### config.mk
export PLATFORM = sky130hd
export DESIGN_NAME = intr_ctrl
export DESIGN_NICKNAME = d
export VERILOG_FILES = /design/src/rtl/intr_ctrl.sv
export SDC_FILE = /design/constraint.sdc
export NUM_CORES = 1
export LEC_CHECK = 0
export CORE_MARGIN = 2
export CORE_UTILIZATION = 45
export DETAILED_ROUTE_END_ITERATION = 8
export DONT_BUFFER_PORTS = 1
export PLACE_DENSITY = 0.65
export SLEW_MARGIN = 20
export SYNTH_ARGS = -nofsm -noshare
export SYNTH_HDL_FRONTEND = slang
export SYNTH_SLANG_ARGS = --single-unit
### constraint.sdc
create_clock -name clk -period 3.2 [get_ports clk]
set_clock_uncertainty 0.1 [all_clocks]
set_input_delay 0.48 -clock clk [delete_from_list [all_inputs] [get_ports clk]]
set_output_delay 0.48 -clock clk [all_outputs]
set_load 0.005 [all_outputs]
### src/rtl/intr_ctrl.sv
// Vectored interrupt controller: edge-detected sources, fixed priority, nested-return PC stack,
// software trigger and a small register file for enables, pending and status.
module intr_ctrl #(
  parameter int          NUM_SRC     = 4,
  parameter int          PC_W        = 8,
  parameter int          STACK_DEPTH = 2,
  parameter int unsigned VEC_BASE    = 19,
  parameter int unsigned VEC_STRIDE  = 16
) (
  input  logic               clk,
  input  logic               rst,
  input  logic [NUM_SRC-1:0] irq_in,
  input  logic               cfg_we,
  input  logic [1:0]         cfg_addr,
  input  logic [15:0]        cfg_wdata,
  output logic [15:0]        cfg_rdata,
  output logic               int_req,
  output logic [PC_W-1:0]    int_vector,
  input  logic               int_ack,
  input  logic [PC_W-1:0]    pc_in,
  input  logic               ret_req,
  output logic               ret_valid,
  output logic [PC_W-1:0]    pc_ret
);

  localparam logic [3:0] LVL_NONE  = 4'hF;
  localparam logic [3:0] DEPTH_MAX = 4'(STACK_DEPTH);
  localparam int         SP_W      = (STACK_DEPTH > 1) ? $clog2(STACK_DEPTH) : 1;
  localparam int         SLOTS     = 1 << SP_W;

  typedef enum logic {IDLE, REQ} state_t;

  state_t              state_q, state_d;
  logic [NUM_SRC-1:0]  irq_p0, irq_p1, irq_p2;
  logic [NUM_SRC-1:0]  pending, pend_d, enable, elig;
  logic                gie, err, err_d;
  logic [3:0]          active, active_d, depth, depth_d, depth_pop, depth_m1;
  logic [3:0]          win_idx, win_q, lvl_pop;
  logic                any_elig, en_win, stack_empty, push_en, pop_ok;
  logic [SP_W-1:0]     pop_idx, push_idx;
  logic [PC_W-1:0]     stk_pc  [SLOTS];
  logic [3:0]          stk_lvl [SLOTS];
  logic                unused_wdata;

  assign unused_wdata = ^cfg_wdata;

  function automatic logic [PC_W-1:0] vec_of(input logic [3:0] idx);
    logic [31:0] v;
    v = VEC_BASE + 32'(idx) * VEC_STRIDE;
    return v[PC_W-1:0];
  endfunction

  // Priority selection over sources that may preempt the currently active level
  always_comb begin
    elig     = '0;
    any_elig = 1'b0;
    win_idx  = '0;
    en_win   = 1'b0;
    for (int i = NUM_SRC - 1; i >= 0; i--) begin
      elig[i] = gie & enable[i] & pending[i] & (4'(i) < active) & (depth < DEPTH_MAX);
      if (elig[i]) begin
        any_elig = 1'b1;
        win_idx  = 4'(i);
      end
      if (win_q == 4'(i)) en_win = enable[i];
    end
  end

  always_comb begin
    state_d = state_q;
    case (state_q)
      IDLE: if (any_elig) state_d = REQ;
      REQ: begin
        if (int_ack)              state_d = IDLE;
        else if (!gie || !en_win) state_d = IDLE;
      end
      default: state_d = IDLE;
    endcase
  end

  // Return pop resolves before the acknowledge push when both land together
  always_comb begin
    stack_empty = (depth == 4'd0);
    pop_ok      = ret_req & ~stack_empty;
    depth_m1    = depth - 4'd1;
    pop_idx     = depth_m1[SP_W-1:0];
    depth_pop   = pop_ok ? depth_m1 : depth;
    lvl_pop     = pop_ok ? stk_lvl[pop_idx] : active;
    push_en     = (state_q == REQ) & int_ack;
    push_idx    = depth_pop[SP_W-1:0];
    depth_d     = push_en ? depth_pop + 4'd1 : depth_pop;
    active_d    = push_en ? win_q : lvl_pop;

    err_d = err;
    if (cfg_we && cfg_addr == 2'd2) err_d = 1'b0;
    if (ret_req && stack_empty)     err_d = 1'b1;

    pend_d = pending;
    if (cfg_we && cfg_addr == 2'd1) pend_d = pend_d & ~cfg_wdata[NUM_SRC-1:0];
    if (push_en) begin
      for (int i = 0; i < NUM_SRC; i++)
        if (win_q == 4'(i)) pend_d[i] = 1'b0;
    end
    pend_d = pend_d | (irq_p1 & ~irq_p2);
    if (cfg_we && cfg_addr == 2'd3) pend_d = pend_d | cfg_wdata[NUM_SRC-1:0];
  end

  always_comb begin
    cfg_rdata = '0;
    case (cfg_addr)
      2'd0: begin
        cfg_rdata[15]          = gie;
        cfg_rdata[NUM_SRC-1:0] = enable;
      end
      2'd1: cfg_rdata[NUM_SRC-1:0] = pending;
      2'd2: cfg_rdata[7:0] = {err, depth[2:0], active};
      default: cfg_rdata = '0;
    endcase
  end

  assign int_req = (state_q == REQ);

  always_ff @(posedge clk or negedge rst) begin
    if (!rst) begin
      irq_p0     <= '0;
      irq_p1     <= '0;
      irq_p2     <= '0;
      pending    <= '0;
      enable     <= '0;
      gie        <= 1'b0;
      err        <= 1'b0;
      state_q    <= IDLE;
      win_q      <= '0;
      int_vector <= '0;
      ret_valid  <= 1'b0;
      pc_ret     <= '0;
      depth      <= '0;
      active     <= LVL_NONE;
      for (int i = 0; i < SLOTS; i++) begin
        stk_pc[i]  <= '0;
        stk_lvl[i] <= '0;
      end
    end else begin
      // Synchroniser stages p0/p1, edge reference p2
      irq_p0  <= irq_in;
      irq_p1  <= irq_p0;
      irq_p2  <= irq_p1;
      pending <= pend_d;
      err     <= err_d;
      state_q <= state_d;
      depth   <= depth_d;
      active  <= active_d;
      if (cfg_we && cfg_addr == 2'd0) begin
        gie    <= cfg_wdata[15];
        enable <= cfg_wdata[NUM_SRC-1:0];
      end
      if (state_q == IDLE && any_elig) begin
        win_q      <= win_idx;
        int_vector <= vec_of(win_idx);
      end
      ret_valid <= ret_req;
      if (ret_req) pc_ret <= stack_empty ? '0 : stk_pc[pop_idx];
      if (push_en) begin
        stk_pc[push_idx]  <= pc_in;
        stk_lvl[push_idx] <= lvl_pop;
      end
    end
  end

endmodule

* Yosys cells after proc, flatten, opt, wreduce, memory -nomap -nowiden
Index checks and enable logic that the tools add are counted.
** Word-level totals
- Register bits :: 76
- Output and inout bits :: 34
- Logic and storage cells :: 122
** Cells by class
- Add/subtract/negate cells :: 3
- Magnitude comparators :: 8
- Equal/unequal tests :: 6
- Multiplexer cells :: 45
- Bitwise operators :: 28
- Reduce and logical (&&, ||, !) cells :: 14
** Operator list (number)
- 4-bit two-way mux :: 14
- 8-bit two-way mux :: 5
- 1-bit bitwise AND :: 18
- 1-bit two-way mux :: 18
- 16-bit bitwise mux :: 1
- 4-bit one-hot mux with 3 select lines :: 1
- 5-bit by 8-bit adder with 8-bit output (first input constant) :: 1
- 4-bit bitwise AND :: 2
- 8-bit bitwise mux :: 1
- 8-bit demux with 1-bit select :: 1
- 4-bit by 2-bit == test with 1-bit output (second input constant) :: 2
- 4-bit zero test :: 2
- 1-bit by 4-bit less-than comparator with 1-bit output (first input constant) :: 2
- 2-bit by 4-bit less-than comparator with 1-bit output (first input constant) :: 2
- 4-bit inverter :: 2
- 4-bit bitwise OR :: 2
- 1-bit logical AND :: 7
- 4-bit by 1-bit adder with 4-bit output (second input constant) :: 1
- 4-bit demux with 1-bit select :: 1
- 2-bit == test (second input constant) :: 2
- 4-bit by 1-bit == test with 1-bit output (second input constant) :: 1
- 2-bit >= comparator (second input constant) :: 2
- 4-bit by 2-bit less-than comparator with 1-bit output (second input constant) :: 1
- 2-bit two-way mux :: 2
- 10 further kinds :: 13

* Logic depth before layout (Yosys ltp)
Gate-level depths: netlist of the first run.
- Word-level depth :: 10
- Gate-level depth with buffers :: 10
- Gate-level depth less buffers :: 9

* Worst setup path before layout of the first run
Ideal clock, no wire load.
- Path type :: flip-flop to flip-flop
- Start :: register depth[1]
- End :: register stk_pc[10] (netlist name)
- Arrival :: 2325 ps
- Data required time :: 2975 ps
- Path slack :: 650 ps
- Cell stages (with the launch flop) :: 9
- Buffers on the path :: 2
- Cells stage by stage :: dfrtp_1 -> inv_1 -> ha_1 -> a21oi_1 -> buf_2 -> xnor2_1 -> ha_1 -> clkbuf_1 -> mux2_2
** Between the ends
- Word-level cells in the longest chain between the ends :: 10
- Elaborated cells on any way between the ends :: 11
- Classes of those cells :: order compare (2); mux (4); bitwise (3); reduce/logical (2)
** RTL lines
- start: declaration :: RTL line 37 : logic [3:0] active, active_d, depth, depth_d, depth_pop, depth_m1;
- start signal: assignment :: RTL line 151 : depth <= depth_d;
- 4-bit zero test * :: RTL line 83 : stack_empty = (depth == 4'd0);
- 1-bit inverter * :: RTL line 84 : pop_ok = ret_req & ~stack_empty;
- 1-bit bitwise AND * :: RTL line 84
- 4-bit two-way mux * :: RTL line 87 : depth_pop = pop_ok ? depth_m1 : depth;
- 1-bit inverter with 2-bit output (implied by the code) * :: RTL line 164 : stk_pc[push_idx] <= pc_in;
- 2-bit >= comparator (implied by the code) / 2-bit by 1-bit less-than comparator with 1-bit output (equally long branches) :: RTL line 164
- 1-bit logical AND (implied by the code) :: RTL line 164
- 8-bit two-way mux (implied by the code) :: RTL line 164
- 8-bit demux with 1-bit select * :: RTL line 164
- 16-bit bitwise mux * :: RTL line 164
- end signal: indexed assignment :: RTL line 164
- end: declaration :: RTL line 41 : logic [PC_W-1:0] stk_pc [SLOTS];
Every way passes the cells marked *; elsewhere a longest branch is shown, timed or not.
A chain may end at the register's enable or synchronous reset.

* Final worst setup path of the first run
- Start :: register state_q (netlist: int_req)
- End :: register stk_pc[9] (netlist name)
** Between the ends
- Word-level cells in the longest chain between the ends :: 1
** RTL lines
- start: declaration :: RTL line 33 : state_t state_q, state_d;
- start signal: assignment :: RTL line 150 : state_q <= state_d;
- 1-bit bitwise AND :: RTL line 89 : push_en = (state_q == REQ) & int_ack;
No other way between the ends.

==> qor.yml, run 1 <==
outcome: "finished, final reports clean"
n_antenna_cell: 0
nFillCells: 655
yosysWarnings: 0
cts_tree: "yes"
gp_congestion: 0.882
r2r_slack_ns: 0.64
leakage_nw: 1.58
die_area_mm2: 0.00803
hpwlAfterDp_um: 4330
cp-end-kind: "flop"
clockBufferDepth: 2
ys_seq_elements: 70
maxSlewViolCount: 0
fin_nets: 323
drtIter0Drc: 135
synth_cells: 282
grt_overflow: 0
worst_slew_pin_slew_ns: 0.943
fin_tns_setup_ns: 0
synthFlopType: "dfrtp_1"
pin_count: 69
drive_above_1_share_pct: 20.7
finalSetupViolations: 0
finalCritPeriodShare_pct: 79.9
path_max_fanout: 14
synth_cell_types: 51
power.density_mw_per_mm2: 913
cts-root-buf: "clkbuf_8"
antenna_found_initial: 0
hold_violations: 0
max_freq_mhz: 391
wirelength_um: 6580
syn_to_final_growth_pct: 9.60
grt_pass1_wl_um: 10500
crit_type: "flop to flop"
p_total_mw: 3.30
drv_cap: 0
clk_pin_slew_worst_paths_ns: 0.08
synth_edf_count: 0
coreArea_mm2: 0.00718
via_count: 2177
cp_data_required_time_ns: 3.32
grt_pass1_vias: 2065
clkLatencyLatePin_ns: 0.34
start_util_pct: 46.0
wire_per_inst_um: 16.9
holdPathStages: 0
cp.arrival_ns: 2.68
die_w_um: 89.6
drtAntennaViolNets: 0
relSlewSlack_pct: 37.0
syn_avg_cell_area_um2: 11.7
grt.total_usage_pct: 17.4
portBuffers: 0
rows: 31
die_y_um: 89.6
fin_crit_ns: 2.56
syn_area_mm2: 0.00330
cts-htree-levels: 3
worst_ir_drop_vdd_mv: 0.339
hold_class: "input port to flop"
cts_resized: 0
ys_async_sr_fraction_pct: 100
grt_max_degree: 71
first_pass_iters: 4
post-route-util_pct: 50.4
rsz0062_at_grt: "false"
ys_seq_area_share_pct: 53.3
drc: 0
cts_sinks: 70
cts_made_buffers: 9
via_per_inst: 5.60
startpoint_type: "flop"
reg2reg_depth: 4
==> flip-flops by register name (all words and copies together) (netlist names) <==
register / count
err: 1
pending: 4
int_req: 1
pc_ret: 8
irq_p2: 4
gie: 1
win_q: 2
irq_p0: 4
stk_pc: 16
enable: 4
irq_p1: 4
int_vector: 4
depth: 4
ret_valid: 1
active: 4
stk_lvl: 8
==> cell usage after synthesis (3+ instances only) <==
cell type,n,area share (%)
a211oi_1,4,0.91
a21oi_1,16,2.4
a31oi_1,3,0.57
and2_1,4,0.76
buf_2,3,0.46
buf_4,12,2.7
clkbuf_1,6,0.68
dfrtp_1,66,50
dfstp_2,4,3.2
ha_1,3,1.1
inv_1,12,1.4
mux2_2,25,8.5
mux2i_1,16,4.9
nand2_1,23,2.6
nand3_1,4,0.61
nor2_1,9,1.0
nor2b_1,5,0.95
nor3b_1,3,0.68
o2111ai_1,3,0.80
o21ai_0,9,1.4
o22a_1,3,0.80
o22ai_1,5,0.95
o2bb2ai_1,8,2.1
o311ai_0,4,1.1
==> worst paths after layout <==
| kind | end | start |
|---|---|---|
| setup / recovery | stk_pc[9] | int_req |
| hold / removal | irq_p0[0] | irq_in[0] |
| setup reg to reg | stk_pc[9] | int_req |
| hold reg to reg | irq_p1[2] | irq_p0[2] |
| max in group asynchronous | active[3] | rst |
| min in group asynchronous | int_vector[4] | rst |
==> logic make-up after synthesis <==
kind of cell / synth area share [%]
compound gates: 15.5
flops: 53.3
simple gates: 9.75
mux: 14.1
buf+inv: 5.61
fa+ha+maj: 1.14
xor+xnor: 0.531
other cells: 0.114
==> layout by cell type (no fill, tap or decap), drive strengths merged, types with 2 or more instances in the layout <==
| cell | synthesis | routed |
|---|---|---|
| inv | 12 | 12 |
| o2111ai | 3 | 3 |
| mux2i | 16 | 16 |
| a211o | 2 | 2 |
| nor4b | 2 | 2 |
| o2bb2ai | 8 | 8 |
| clkbuf | 7 | 11 |
| o311ai | 4 | 4 |
| dfrtp | 66 | 66 |
| o22ai | 5 | 5 |
| mux2 | 25 | 25 |
| conb | 1 | 10 |
| nor2 | 9 | 9 |
| nor2b | 5 | 5 |
| ha | 3 | 3 |
| o22a | 3 | 3 |
| a211oi | 5 | 5 |
| a31oi | 3 | 3 |
| a21oi | 17 | 17 |
| nand3 | 4 | 4 |
| a21bo | 2 | 2 |
| o31ai | 2 | 2 |
| bufinv | 0 | 2 |
| and2 | 4 | 4 |
| o21ai | 11 | 11 |
| nor3b | 3 | 3 |
| nand2 | 23 | 23 |
| dfstp | 4 | 4 |
| clkinv | 0 | 3 |
| buf | 17 | 6 |
==> final cells by class <==
class                           instances  area, um2  share of cell area (%)
Inverter                               12       45.0                    1.25
Timing Repair Buffer                    7       75.1                    2.08
Sequential cell                        70       1760                    48.6
Multi-Input combinational cell        185       1390                    38.5
Clock buffer                           11        141                    3.91
Clock inverter                          5       82.6                    2.28
Tap cell                               99        124                    3.43
==> worst max-delay path, cell delays in order, from the launching register on <==
cell,delay (ns)
dfrtp_1,0.59
nand2_1,0.25
inv_1,0.39
ha_1,0.69
mux2_2,0.41
==> power by group <==
group          switching, mW  leakage, nW  internal [mW]
combinational          0.507        0.625          0.503
sequential             0.278        0.840           1.21
clock                  0.339        0.113          0.462
==> metrics by stage <==
stage / instances / worst slack [ns] / area (um2) / hold slack (ns)
after floorplan: 291 / 0.650 / 3330 / 0.0844
after global placement: 371 / 0.667 / 3350 / 0.0859
after detailed placement: 371 / 0.646 / 3350 / 0.0865
after CTS: 389 / 0.633 / 3610 / 0.0457
after global routing: 389 / 0.436 / 3610 / 0.0352
final: 389 / 0.644 / 3610 / 0.0638
==> per-layer routing <==
layer | vias up | GRT usage, % | share of wire [%] | routed length [um]
met4 | 0 | 8.14 | 1.7 | 112
met5 | - | 0 | 0 | 0
met3 | 10 | 4.39 | 5.1 | 337
met1 | 1093 | 24.6 | 47 | 3110
met2 | 61 | 25.3 | 46 | 3030
li1 | 1013 | - | - | -
==> repair_timing <==
action,4_1_cts,5_1_grt
hold buffers,2,0
endpoints found under the hold margin,70,0
buffers inserted,0,0
Note: power is estimated with default switching activity, not from simulation.
==> inputs of run 2 (changes only) <==
- clock period: 3.2 -> 2.5 ns (I/O delays scaled with it)
==> qor.yml, run 2 (synthesis gave the netlist of run 1 again) <==
outcome: "finished, final reports clean"
cp_data_required_time_ns: 2.64  # -0.68 ns
drtAntennaViolNets: 0  # unchanged
hold_violations: 0  # unchanged
placed_cell_area_mm2: 0.00342  # +2.0%
first_pass_iters: 4  # unchanged
instances_no_fill: 403  # +3.6%
die_w_um: 89.6  # unchanged
die_area_mm2: 0.00803  # unchanged
cp.arrival_ns: 2.42  # -0.26 ns
cts_sinks: 70  # unchanged
holdWs_ns: 0.0544  # -0.00943 ns
path_max_fanout: 5  # -9
cts-root-buf: "clkbuf_8"
crit_family: "compound AO/OA/AOI/OAI gates"
power.density_mw_per_mm2: 1120  # +22%
p_total_mw: 4.13  # +25%
largest_register: "stk_pc"
clk_pin_slew_worst_paths_ns: 0.09  # about the same
via_count: 2159  # -0.83%
layout_common_cells: "dfrtp_1, mux2_2, nand2_1"
fin_nets: 337  # +4.3%
postLayoutCellArea_mm2: 0.00370  # +2.4%
worst_ir_drop_vdd_mv: 0.508  # +50%
rsz0062_at_grt: "false"
drtIter0Drc: 119  # -12%
worst_slew_pin_slew_ns: 0.695  # -0.247 ns
rows: 31  # unchanged
worst-path-buf-inv: 1  # unchanged
grt.total_usage_pct: 18.1  # +0.68 points
hold_class: "input port to flop"
seqCellArea_mm2: 0.00176  # unchanged
syn_to_final_growth_pct: 12.2
nFillCells: 656  # +0.15%
grt_overflow: 0  # unchanged
grt_pass1_vias: 2177  # +5.4%
drc: 0  # unchanged
dpl.cell_count: 380  # +2.4%
portBuffers: 0  # unchanged
gp_congestion: 0.867  # -1.6%
layout_commonest_cell: "dfrtp_1"
largest_reg_flops: 16  # unchanged
post-route-util_pct: 51.6  # +1.2 points
fin_crit_ns: 2.28  # -0.276 ns
crit_type: "flop to flop"
die_y_um: 89.6  # unchanged
start_util_pct: 46.0  # unchanged
postCtsSetupBuffers: 0  # unchanged
reg_top3: "stk_pc: 16 flops, pc_ret: 8 flops, stk_lvl: 8 flops"
clock_power_share_pct: 20.9  # -3.4 points
clkLatencyLatePin_ns: 0.34  # about the same
wirelength_um: 6620  # +0.50%
cts_made_buffers: 9  # unchanged
cts_tree: "yes"
n_antenna_cell: 0  # unchanged
cts-htree-levels: 3  # unchanged
via_per_inst: 5.36  # -4.3%
maxSlewViolCount: 0  # unchanged
fin_ws_ns: 0.220  # -0.424 ns
drive_above_1_share_pct: 23.4  # +2.7 points
antenna_found_initial: 0  # unchanged
startpoint_type: "flop"
relSlewSlack_pct: 53.6  # +17 points
hpwlAfterDp_um: 4500  # +4.1%
multi_input_area_mm2: 0.00139  # +0.18%
power_switching_mw: 1.49  # +32%
drv_cap: 0  # unchanged
p_sw_share_pct: 36.1  # +2.0 points
max_freq_mhz: 439  # +12%
pin_count: 69  # unchanged
coreArea_mm2: 0.00718  # unchanged
slowest_stage: "or3b_4"
leakage_nw: 1.63  # +3.1%
clockBufferDepth: 2  # unchanged
cp-end-kind: "flop"
grt_pass1_wl_um: 10800  # +3.6%
finalCritPeriodShare_pct: 91.2  # +11 points
finalSetupViolations: 0  # unchanged
cpPeakStageDelay_ns: 0.44  # -0.25 ns
crit_chain: "inv_1, ha_1, or3b_4, nor4b_4, o2111ai_1, o311ai_0, a221oi_1"
intPower_mw: 2.64  # +21%
power_frac_seq_pct: 45.7  # +0.6 points
place_ws_ns: 0.127  # -0.519 ns
grt_max_degree: 71  # unchanged
fin_tns_setup_ns: 0  # unchanged
wire_per_inst_um: 16.4  # -3.0%
power_frac_comb_pct: 33.5  # +2.9 points
-- run 2: changes by cell type in the layout (fill, tap and decap cells not counted) --
cell and change:
nand2_2 +1, buf_4 +9, bufinv_16 -2, clkinv_2 -1, nand2_1 -1, clkbuf_1 -1
clkinvlp_4 +1, inv_6 +3, dlygate4sd3_1 +5
-- run 2: layer usage --
layer | track usage, % | share of wire (%) | vias up
li1 | - | - | 1033
met5 | 0 | 0 | -
met2 | 26.3 | 44 | 57
met4 | 7.33 | 1.5 | 0
met3 | 4.75 | 5.4 | 11
met1 | 25.9 | 49 | 1058
-- run 2: final cells by class --
class                      instances  share of cell area (%)
multi-input combinational        185                    37.6
timing repair buffer              21                    5.21
sequential                        70                    47.5
clock inverter                     6                    1.39
clock buffer                      10                    3.72
inverter                          12                    1.22
tap                               99                    3.35
-- run 2: timing repair --
| item | in CTS | in global routing |
|---|---|---|
| hold buffers | 7 | 0 |
| resized for setup | 0 | 1 |
| endpoints found under the setup margin | 0 | 5 |
| endpoints found under the hold margin | 75 | 0 |
-- run 2: power groups by stage --
stage	sequential [mW]	combinational, mW	clock, mW
2_1_floorplan	1.79	1.14	0
3_3_place_gp	1.89	1.31	0
3_5_place_dp	1.90	1.36	0
4_1_cts	1.88	1.39	0.891
5_1_grt	1.94	1.54	0.941
6_report	1.88	1.38	0.861
-- run 2: final timing paths --
check                        startpoint    endpoint  slack, ns  cells past startpoint
max                            depth[0]    depth[3]       0.22                      7
min                        cfg_wdata[3]  pending[3]       0.05                      2
min in group asynchronous           rst   irq_p0[0]       0.46                      2
max reg2reg                    depth[0]    depth[3]       0.22                      7
max in group asynchronous           rst   active[3]       1.51                      2
min reg2reg                   irq_p0[1]   irq_p1[1]       0.25                      0
==> inputs of run 3 (changes only) <==
- SLEW_MARGIN: 20 -> not set
==> results of run 3 <==
Final layout, timing and power as in run 2 (identical DEF).
